### src/rtl/rng_roll_ctrl.sv
// rng_roll_ctrl: seeds the LFSR on start, then samples it at growing intervals (decelerating dice roll) until NUM_UPDATES samples are taken.
module rng_roll_ctrl #(
    parameter int DATA_W        = 4,
    parameter int CNT_W         = 32,
    parameter int BASE_INTERVAL = 5_000_000,
    parameter int INTERVAL_STEP = 2_500_000,
    parameter int NUM_UPDATES   = 16
) (
    input  logic              i_clk,
    input  logic              i_rst_n,
    input  logic              i_start,
    input  logic [DATA_W-1:0] i_lfsr_val,
    output logic              o_lfsr_seed_ld,
    output logic              o_lfsr_step,
    output logic [DATA_W-1:0] o_random_out,
    output logic              o_busy,
    output logic              o_done
);
    localparam int UPD_W = NUM_UPDATES > 1 ? $clog2(NUM_UPDATES) : 1;
    typedef enum logic {IDLE, ROLL} state_t;
    state_t state, state_n;
    logic [CNT_W-1:0] cnt, cnt_n, interval, interval_n, interval_sat;
    logic [CNT_W:0] interval_sum;
    logic [UPD_W-1:0] upd, upd_n;
    logic [DATA_W-1:0] rand_n;
    logic seed_n, step_n, done_n, expiry;
    assign interval_sum = {1'b0, interval} + (CNT_W+1)'(INTERVAL_STEP);
    // interval grows but must never wrap back to a short period
    assign interval_sat = interval_sum[CNT_W] ? '1 : interval_sum[CNT_W-1:0];
    assign expiry = cnt == interval - CNT_W'(1);
    assign o_busy = state == ROLL;
    always_ff @(posedge i_clk or negedge i_rst_n) begin
        if (!i_rst_n) begin
            state          <= IDLE;
            cnt            <= '0;
            interval       <= CNT_W'(BASE_INTERVAL);
            upd            <= '0;
            o_random_out   <= '0;
            o_lfsr_seed_ld <= 1'b0;
            o_lfsr_step    <= 1'b0;
            o_done         <= 1'b0;
        end else begin
            state          <= state_n;
            cnt            <= cnt_n;
            interval       <= interval_n;
            upd            <= upd_n;
            o_random_out   <= rand_n;
            o_lfsr_seed_ld <= seed_n;
            o_lfsr_step    <= step_n;
            o_done         <= done_n;
        end
    end
    // a start request always wins, including over a coincident expiry
    always_comb begin
        state_n    = state;
        cnt_n      = cnt;
        interval_n = interval;
        upd_n      = upd;
        rand_n     = o_random_out;
        seed_n     = 1'b0;
        step_n     = 1'b0;
        done_n     = 1'b0;
        if (i_start) begin
            state_n    = ROLL;
            cnt_n      = '0;
            interval_n = CNT_W'(BASE_INTERVAL);
            upd_n      = '0;
            seed_n     = 1'b1;
        end else if (state == ROLL) begin
            if (expiry) begin
                rand_n     = i_lfsr_val;
                step_n     = 1'b1;
                cnt_n      = '0;
                upd_n      = upd + 1'b1;
                interval_n = interval_sat;
                state_n    = upd == UPD_W'(NUM_UPDATES - 1) ? IDLE : ROLL;
                done_n     = upd == UPD_W'(NUM_UPDATES - 1);
            end else begin
                cnt_n = cnt + 1'b1;
            end
        end
    end
endmodule
### config.mk
export PLATFORM = sky130hd
export DESIGN_NAME = rng_roll_ctrl
export DESIGN_NICKNAME = d
export VERILOG_FILES = /design/src/rtl/rng_roll_ctrl.sv
export SDC_FILE = /design/constraint.sdc
export NUM_CORES = 1
export LEC_CHECK = 0
export CAP_MARGIN = 20
export CORE_ASPECT_RATIO = 1.5
export CORE_UTILIZATION = 55
export CTS_CLUSTER_SIZE = 28
export DETAILED_ROUTE_END_ITERATION = 6
export PLACE_DENSITY = 0.78
export RECOVER_POWER = 100
export SYNTH_ARGS = -nofsm -noshare
export SYNTH_HDL_FRONTEND = slang
export SYNTH_SLANG_ARGS = --single-unit
### constraint.sdc
create_clock -name i_clk -period 4.35 [get_ports i_clk]
set_clock_uncertainty 0.1 [all_clocks]
set_input_delay 0.87 -clock i_clk [delete_from_list [all_inputs] [get_ports i_clk]]
set_output_delay 0.87 -clock i_clk [all_outputs]
set_load 0.03 [all_outputs]
-- Word level (Yosys, flattened, before mapping)
Index checks and enable logic that the tools add are counted.
- register bits: 76
- output and inout port bits: 8
- logic and storage cells: 40
- input port bits: 7
- equal/unequal tests: 2
- muxes and demuxes: 21
- bitwise gates (word level): 1
- reduce and logical (&&, ||, !) cells: 4
- $add $sub $neg: 4
- operator list (cell ; number):
    2-to-1 mux 32 bit ; 7
    adder 32 x 22 -> 33 bit (second input constant) ; 1
    adder 32 x 1 -> 32 bit (second input constant) ; 1
    equality test 32 bit ; 1
    subtractor 32 x 1 -> 32 bit (second input constant) ; 1
    2-to-1 mux 4 bit ; 3
    2-to-1 mux 1 bit ; 11
    adder 4 x 1 -> 4 bit (second input constant) ; 1
    equality test 4 bit (second input constant) ; 1
    nonzero test 2 bit ; 2
    AND reduction 3 bit ; 1
    AND reduction 2 bit ; 1
    NOT 1 bit ; 1

-- Longest topological paths before layout
Gate-level depths: netlist of the first run.
- depth in word-level cells: 5
- mapped depth: 15
- mapped depth without buffers: 10

-- Least setup slack after synthesis of the first run
No wires, ideal clock.
- path type: reg2reg
- start point: register interval[5]
- end point: register interval[17]
- period minus slack after synthesis: 4.175 ns
- setup slack: 0.175 ns
- stages on the path, launching flop included: 15
- data required time: 4.122 ns
- arrival time: 3.947 ns
- buffers on the path: 4
- library setup time: 0.128 ns
- cell sequence: dfrtp_1 inv_1 ha_1 or4b_1 buf_2 or4_1 buf_2 or4b_4 a2111oi_4 o2111ai_1 or4_1 buf_2 buf_2 o31ai_1 a21oi_1
- word-level cells in the longest chain between the ends: 5
- elaborated cells on any way between the ends: 9
- classes of those cells: add/sub: 2; eq/ne: 1; mux: 4; reduce/logical: 2
- ends and longest elaborated chain (element ; line ; text):
    start, declared ; 22 ; logic [CNT_W-1:0] cnt, cnt_n, interval, interval_n, interval_sat;
    start signal, assigned ; 36 ; interval <= CNT_W'(BASE_INTERVAL);
    start signal, assigned ; 45 ; interval <= interval_n;
    parallel branches: the longest is 5 deep, another holds subtractor 32 x 1 -> 32 bit ; n/a ;
Parallel ways; which one is timed is not known. The select of a mux whose other input is x is not followed.
A chain may end at the register's enable or synchronous reset.

-- Worst setup path after layout of the first run
- start point: register interval[5]
- end point: register cnt[18]
- word-level cells in the longest chain between the ends: 5
- ends and longest elaborated chain (element ; line ; text):
    subtractor 32 x 1 -> 32 bit ; 30 ; assign expiry = cnt == interval - CNT_W'(1);
    equality test 32 bit ; 30 ;
    2-to-1 mux 32 bit ; 70 ; if (expiry) begin
    2-to-1 mux 32 bit ; 69 ; end else if (state == ROLL) begin
    2-to-1 mux 32 bit ; 63 ; if (i_start) begin
    end signal, assigned ; 44 ; cnt <= cnt_n;
    end, declared ; 22 ;
Every way passes these cells. The select of a mux whose other input is x is not followed.

==> out/qor.yml, run 1 <==
clocking:
  htree_levels: 3
  cts.sinks: 72
  clkLatencyLatePin_ns: 0.34
  post_cts_resized: 0
  cts_setup_buffers: 0
  holdBufCountCts: 0
  root_buffer: "clkbuf_16"
  clk_pin_slew_worst_paths_ns: 0.06
  cts_buffer_depth: 2
  numCtsBuffers: 9
  cts_tree: "built"
synth:
  synthesis.area_sq_um: 4866
  ys_ff_latch: 72
  synth_seq_area_share_pct: 37.23
  synth_cell_type_count: 59
  yosysWarnings: 0
  syn_inst: 569
  syn_nets: 581
  synth_edf_count: 0
  avgSynthCellArea_sq_um: 8.552
  synthFlopType: "dfrtp_1"
  async_flop_share_pct: 100.0
timing:
  drv_slew: 73
  worst_slew_pin_slew_ns: 1.833
  hold_viol_final: 0
  fin_crit_sh_pct: 95.59
  slew_headroom_pct: -22.17
  final.setup.tns_ns: 0
  fin_crit_ns: 4.158
  finalSetupViolCount: 0
  fmax_mhz: 240.5
  grt_setup_unrepaired: "false"
die:
  rows: 41
  die_h_microns: 117.2
  core_area_sq_um: 8516
  die_x_microns: 78.80
  dieArea_sq_um: 9235
  ios: 15
  start_util_pct: 57.14
placed_design:
  port_buffers: 14
  gp_congestion: 1.083
  hpwl_microns: 9237
  dpl_cell_area_sq_um: 5146
setup_path:
  r2r-start: "interval[5]"
  crit_path_start: "interval[5]"
  required_ns: 4.46
  critPathMaxFanout: 29
  critPathArrivalTime_ns: 4.27
  critPathKind: "reg -> reg"
  cp-end-kind: "flop"
  crit_path_start_kind: "flop"
global_routing:
  grtUsageTotal_pct: 30.47
  grt.overflow.total: 0
  antenna_found_initial: 0
  grt_max_degree: 73
  grt_first_pass_wirelength_microns: 21220
  grt_pass1_vias: 4292
run:
  drv_cap: 1
power_and_ir_drop:
  p_per_area_nw_per_um2: 279.8
  power_leakage_nw: 2.158
  power_frac_comb_pct: 4.2
  switchingPower_mw: 0.3270
  p_seq_share_pct: 44.5
  swShare_pct: 21.41
  irDropWorstVdd_uv: 237.1
  clockPowerShare_pct: 51.2
  intPower_mw: 1.200
drt:
  wirelength_microns: 12890
  via_per_inst: 6.356
  drt_first_pass_iters: 7
  ant_nets: 0
  routedWlPerCell_microns: 18.80
  drc: 0
  drt_iter0_drc: 271
  num_vias: 4360
finish:
  antenna_cells: 0
  fill_cells: 747
  final_area_sq_um: 5458
  finalNetCount: 586
  post-route-util_pct: 64.09
  syn_to_final_growth_pct: 12.16
  drive_gt1_share_pct: 11.05
run_status:
  status: "finished, violations left"
  violations: "max-capacitance violations, max-slew violations"
hold_path:
  hold_path.class: "reg -> reg"
  hold_start: "o_random_out[0]"
synthesized netlist by cell type (11+ instances only):
library cell   n  share of area, %
dfrtp_1       64                33
nor2_1        63               4.9
nand2_1       38               2.9
xnor2_1       37               6.7
clkbuf_1      32               2.5
xor2_1        28               5.0
nand3_1       27               2.8
a21oi_1       26               2.7
nor3_1        24               2.5
inv_1         19               1.5
nor4_1        18               2.3
o21ai_0       16               1.6
a211oi_1      11               1.7
and3_1        11               1.4
kinds of logic (layout without fill, tap and decap cells):
| logic type | count (synthesis) | after routing | synth area share [%] |
|---|---|---|---|
| flops | 72 | 72 | 37.23 |
| mux | 10 | 10 | 2.186 |
| simple gates | 252 | 252 | 27.54 |
| fa+ha+maj | 5 | 5 | 1.286 |
| compound gates | 105 | 105 | 15.09 |
| buf+inv | 60 | 70 | 4.963 |
| xor+xnor | 65 | 65 | 11.70 |
power by group through the flow:
stage          Combinational (mW)  Sequential, mW  Clock [mW]
6_report                   0.0646           0.680       0.782
5_1_grt                    0.0707           0.680       0.826
3_3_place_gp               0.0648           0.691           0
2_1_floorplan              0.0309           0.691           0
4_1_cts                    0.0667           0.680       0.796
3_5_place_dp               0.0666           0.692           0
per-layer routing:
| metal | part of all wire (%) | up-vias | track usage (%) |
|---|---|---|---|
| li1 | - | 2078 | - |
| met1 | 38 | 2072 | 33.32 |
| met2 | 51 | 150 | 52.52 |
| met3 | 4.5 | 60 | 6.279 |
| met4 | 6.8 | 0 | 21.73 |
| met5 | 0 | - | 0 |
critical path, cell delays in order, from the launching register on:
cell	delay [ns]
dfrtp_1	0.43
inv_1	0.10
ha_1	0.20
or4b_1	0.48
or4_1	0.52
or4b_4	0.57
a2111oi_4	0.35
o2111ai_1	0.18
or4_4	0.53
nand2_1	0.10
buf_4	0.34
nor2_1	0.10
state kept, by name (all words and copies together) (netlist names):
| signal | flops |
|---|---|
| cnt | 32 |
| interval | 28 |
| o_random_out | 4 |
| upd | 4 |
| o_busy | 1 |
| o_done | 1 |
| o_lfsr_seed_ld | 1 |
| o_lfsr_step | 1 |
cell type report:
class                      instances  area (sq um)  share of cell area (%)
clock buffer                      14         284.0                   5.204
clock inverter                     2         35.03                  0.6419
inverter                          19         71.32                   1.307
multi-input combinational        437          2831                   51.88
sequential                        72          1812                   33.20
tap                              107         133.9                   2.453
timing repair buffer              35         290.3                   5.319
stage by stage:
step	hold WS [ns]	instances	setup slack, ns	total power, mW
finish	0.4095	686	0.1917	1.527
detailed placement	0.4078	670	0.04412	0.7582
CTS	0.4235	686	0.01453	1.542
global route	0.4221	686	0.03146	1.577
floorplan	0.4012	569	0.1752	0.7221
global placement	0.3924	670	0.1223	0.7561
final timing paths:
path / endpoint / slack [ns] / depth (start not counted)
setup / recovery: cnt[18] / 0.19 / 11
hold / removal: o_random_out[0] / 0.41 / 1
setup reg to reg: cnt[18] / 0.19 / 11
hold reg to reg: o_random_out[0] / 0.41 / 1
max in group asynchronous: cnt[18] / 2.14 / 1
min in group asynchronous: interval[10] / 0.94 / 1
layout by cell type, fill, tap and decap left out, types with 6 or more instances in the layout:
cell and count:
a211oi_1 11, a21oi_1 26, a41oi_1 7, and2_1 6, and3_1 11, and4_1 10, buf_4 20, clkbuf_16 9
dfrtp_1 64, dfstp_2 8, dlygate4sd3_1 8, inv_1 19, nand2_1 38, nand3_1 27, nand4_1 9, nor2_1 63
nor2b_1 6, nor3_1 24, nor4_1 17, o21ai_0 16, or3_1 6, or4_1 9, xnor2_1 37, xor2_1 28
No activity file was read; power rests on OpenSTA's default activity.
==> inputs of run 2 (changes only) <==
--- a/config.mk
+++ b/config.mk
@@ -10,8 +10,9 @@
 export CORE_UTILIZATION = 55
 export CTS_CLUSTER_SIZE = 28
 export DETAILED_ROUTE_END_ITERATION = 6
-export PLACE_DENSITY = 0.78
+export PLACE_DENSITY = 0.76
 export RECOVER_POWER = 100
+export SKIP_CTS_REPAIR_TIMING = 1
 export SYNTH_ARGS = -nofsm -noshare
 export SYNTH_HDL_FRONTEND = slang
 export SYNTH_SLANG_ARGS = --single-unit
==> constraint.sdc (replaced) <==
create_clock -name i_clk -period 4.5 [get_ports i_clk]
set_clock_uncertainty 0.1 [all_clocks]
set_input_delay 0.9 -clock i_clk [delete_from_list [all_inputs] [get_ports i_clk]]
set_output_delay 0.9 -clock i_clk [all_outputs]
set_load 0.03 [all_outputs]
==> out/qor.yml, run 2 (same netlist as run 1, synthesis figures left out) <==
run_status:
  status: "finished, violations left"  # unchanged
  violations: "max-capacitance violations, max-slew violations"  # unchanged
placed_design:
  hpwl_microns: 9296  # was 9237 microns
  place_worst_setup_slack_ns: 0.1619  # was 0.04412 ns
  port_buffers: 14  # unchanged
  gp_congestion: 0.9440  # was 1.083
power_and_ir_drop:
  p_per_area_nw_per_um2: 265.2  # was 279.8 nW/um^2
  power_leakage_nw: 2.145  # was 2.158 nW
  irDropWorstVdd_uv: 193.5  # was 237.1 uV
timing:
  worst_slew_pin_slew_ns: 1.890  # was 1.833 ns
  final.setup.tns_ns: 0  # unchanged
  fin_crit_ns: 4.374  # was 4.158 ns
  finalSetupViolCount: 0  # unchanged
  fmax_mhz: 228.6  # was 240.5 MHz
  grt_setup_unrepaired: "false"  # unchanged
  fin_crit_sh_pct: 97.20  # was 95.59%
  slew_headroom_pct: -26.02  # was -22.17%
  hold_viol_final: 0  # unchanged
  layout_setup_ws_ns: 0.1260  # was 0.1917 ns
  drv_slew: 115  # was 73
finish:
  top_regs: "cnt (32), interval (28)"  # unchanged
  largest_reg_flops: 32  # unchanged
  layout_common_cells: "dfrtp_1, nor2_1, nand2_1"  # unchanged
  mostFrequentLayoutCell: "dfrtp_1"  # unchanged
  drive_gt1_share_pct: 10.52  # was 11.05%
  finalNetCount: 587  # was 586
  fill_cells: 781  # was 747
  antenna_cells: 0  # unchanged
  syn_to_final_growth_pct: 12.11  # was 12.16%
  regMostFlops: "cnt"  # unchanged
global_routing:
  grt.overflow.total: 0  # unchanged
  grt_first_pass_wirelength_microns: 21290  # was 21,220 microns
  grtUsageTotal_pct: 30.35  # was 30.47%
  antenna_found_initial: 0  # unchanged
  grt_pass1_vias: 4355  # was 4,292
  grt_max_degree: 73  # unchanged
clocking:
  clkLatencyLatePin_ns: 0.34  # about the same
  numCtsBuffers: 9  # unchanged
  cts_tree: "built"  # unchanged
  clk_pin_slew_worst_paths_ns: 0.06  # about the same
  cts.sinks: 72  # unchanged
  cts_buffer_depth: 2  # unchanged
  htree_levels: 3  # unchanged
  root_buffer: "clkbuf_16"  # unchanged
run:
  drv_cap: 2  # was 1
drt:
  ant_nets: 0  # unchanged
  drt_iter0_drc: 225  # was 271
  num_vias: 4496  # was 4,360
  drt_first_pass_iters: 6  # was 7
  wirelength_microns: 13040  # was 12,890 microns
  routedWlPerCell_microns: 18.98  # was 18.80 microns
  drc: 0  # unchanged
  via_per_inst: 6.544  # was 6.356
die:
  dieArea_sq_um: 9235  # unchanged
  die_x_microns: 78.80  # unchanged
  ios: 15  # unchanged
  core_area_sq_um: 8516  # unchanged
  die_h_microns: 117.2  # unchanged
  start_util_pct: 57.14  # unchanged
  rows: 41  # unchanged
setup_path:
  required_ns: 4.51  # was 4.46 ns
  reg2reg_depth: 11  # unchanged
  critPathKind: "reg -> reg"  # unchanged
  critPathArrivalTime_ns: 4.38  # was 4.27 ns
  crit_path_start_kind: "flop"  # unchanged
  critPathMaxFanout: 9  # was 29
  cp-end-kind: "flop"  # unchanged
hold_path:
  hold_path.class: "reg -> reg"  # unchanged
  whs_path_depth: 1  # unchanged
==> run 2: cell count changes in the layout (fill, tap and decap cells not counted) <==
cell,before,now
buf_4,20,17
and2_1,6,5
clkbuf_8,4,1
clkinv_2,1,2
and2_0,1,2
clkbuf_2,2,1
nor4_1,17,18
clkinv_4,0,1
clkinvlp_4,0,1
nor4_2,1,0
dlygate4sd3_1,8,9
clkbuf_1,1,4
clkdlybuf4s50_1,5,4
buf_12,0,2
==> run 2: cell type report <==
| type | count | area, sq um | share of cell area (%) |
|---|---|---|---|
| Multi-Input combinational cell | 437 | 2825 | 51.79 |
| Sequential cell | 72 | 1812 | 33.21 |
| Timing Repair Buffer | 36 | 314.1 | 5.757 |
| Clock buffer | 11 | 242.7 | 4.450 |
| Tap cell | 107 | 133.9 | 2.454 |
| Inverter | 19 | 71.32 | 1.307 |
| Clock inverter | 5 | 56.30 | 1.032 |
==> run 2: critical path, stage by stage (launching register included) <==
cell       delay, ns
dfrtp_1         0.44
inv_1           0.12
ha_1            0.20
or4b_1          0.46
buf_4           0.17
or4b_2          0.65
a2111oi_0       0.58
o2111ai_1       0.27
or4_4           0.65
buf_4           0.20
o21ai_0         0.17
a221oi_1        0.11
==> run 2: path summary, 6_finish.rpt <==
path                       slack [ns]               to       startpoint
hold reg to reg                  0.41  o_random_out[2]  o_random_out[2]
min in group asynchronous        0.95           upd[0]          i_rst_n
hold / removal                   0.41  o_random_out[2]  o_random_out[2]
max in group asynchronous        2.27          cnt[26]          i_rst_n
setup / recovery                 0.13     interval[10]      interval[5]
setup reg to reg                 0.13     interval[10]      interval[5]
==> run 2: metal layers <==
metal  part of all wire [%]  GRT usage (%)  up-vias
li1                       -              -     2075
met1                     38          32.90     2185
met4                    5.4          18.64        0
met2                     53          55.07      177
met5                      0              0        -
met3                    3.7          4.884       59
==> run 2: report_power, final <==
part / internal (mW) / switching [mW]
combinational: 0.0191 / 0.0443
sequential: 0.653 / 0.00407
clock: 0.443 / 0.282
==> run 2: per-stage QoR <==
| step | instance area [sq um] | utilization [%] | std cells | hold WS (ns) | total power [mW] |
|---|---|---|---|---|---|
| global route | 5455 | 64.06 | 687 | 0.4251 | 1.486 |
| global placement | 5166 | 60.67 | 671 | 0.3931 | 0.7318 |
| CTS | 5465 | 64.18 | 687 | 0.4157 | 1.456 |
| floorplan | 4866 | - | 569 | 0.4012 | 0.6981 |
| detailed placement | 5166 | 60.67 | 671 | 0.4009 | 0.7346 |
| finish | 5455 | 64.06 | 687 | 0.4062 | 1.447 |
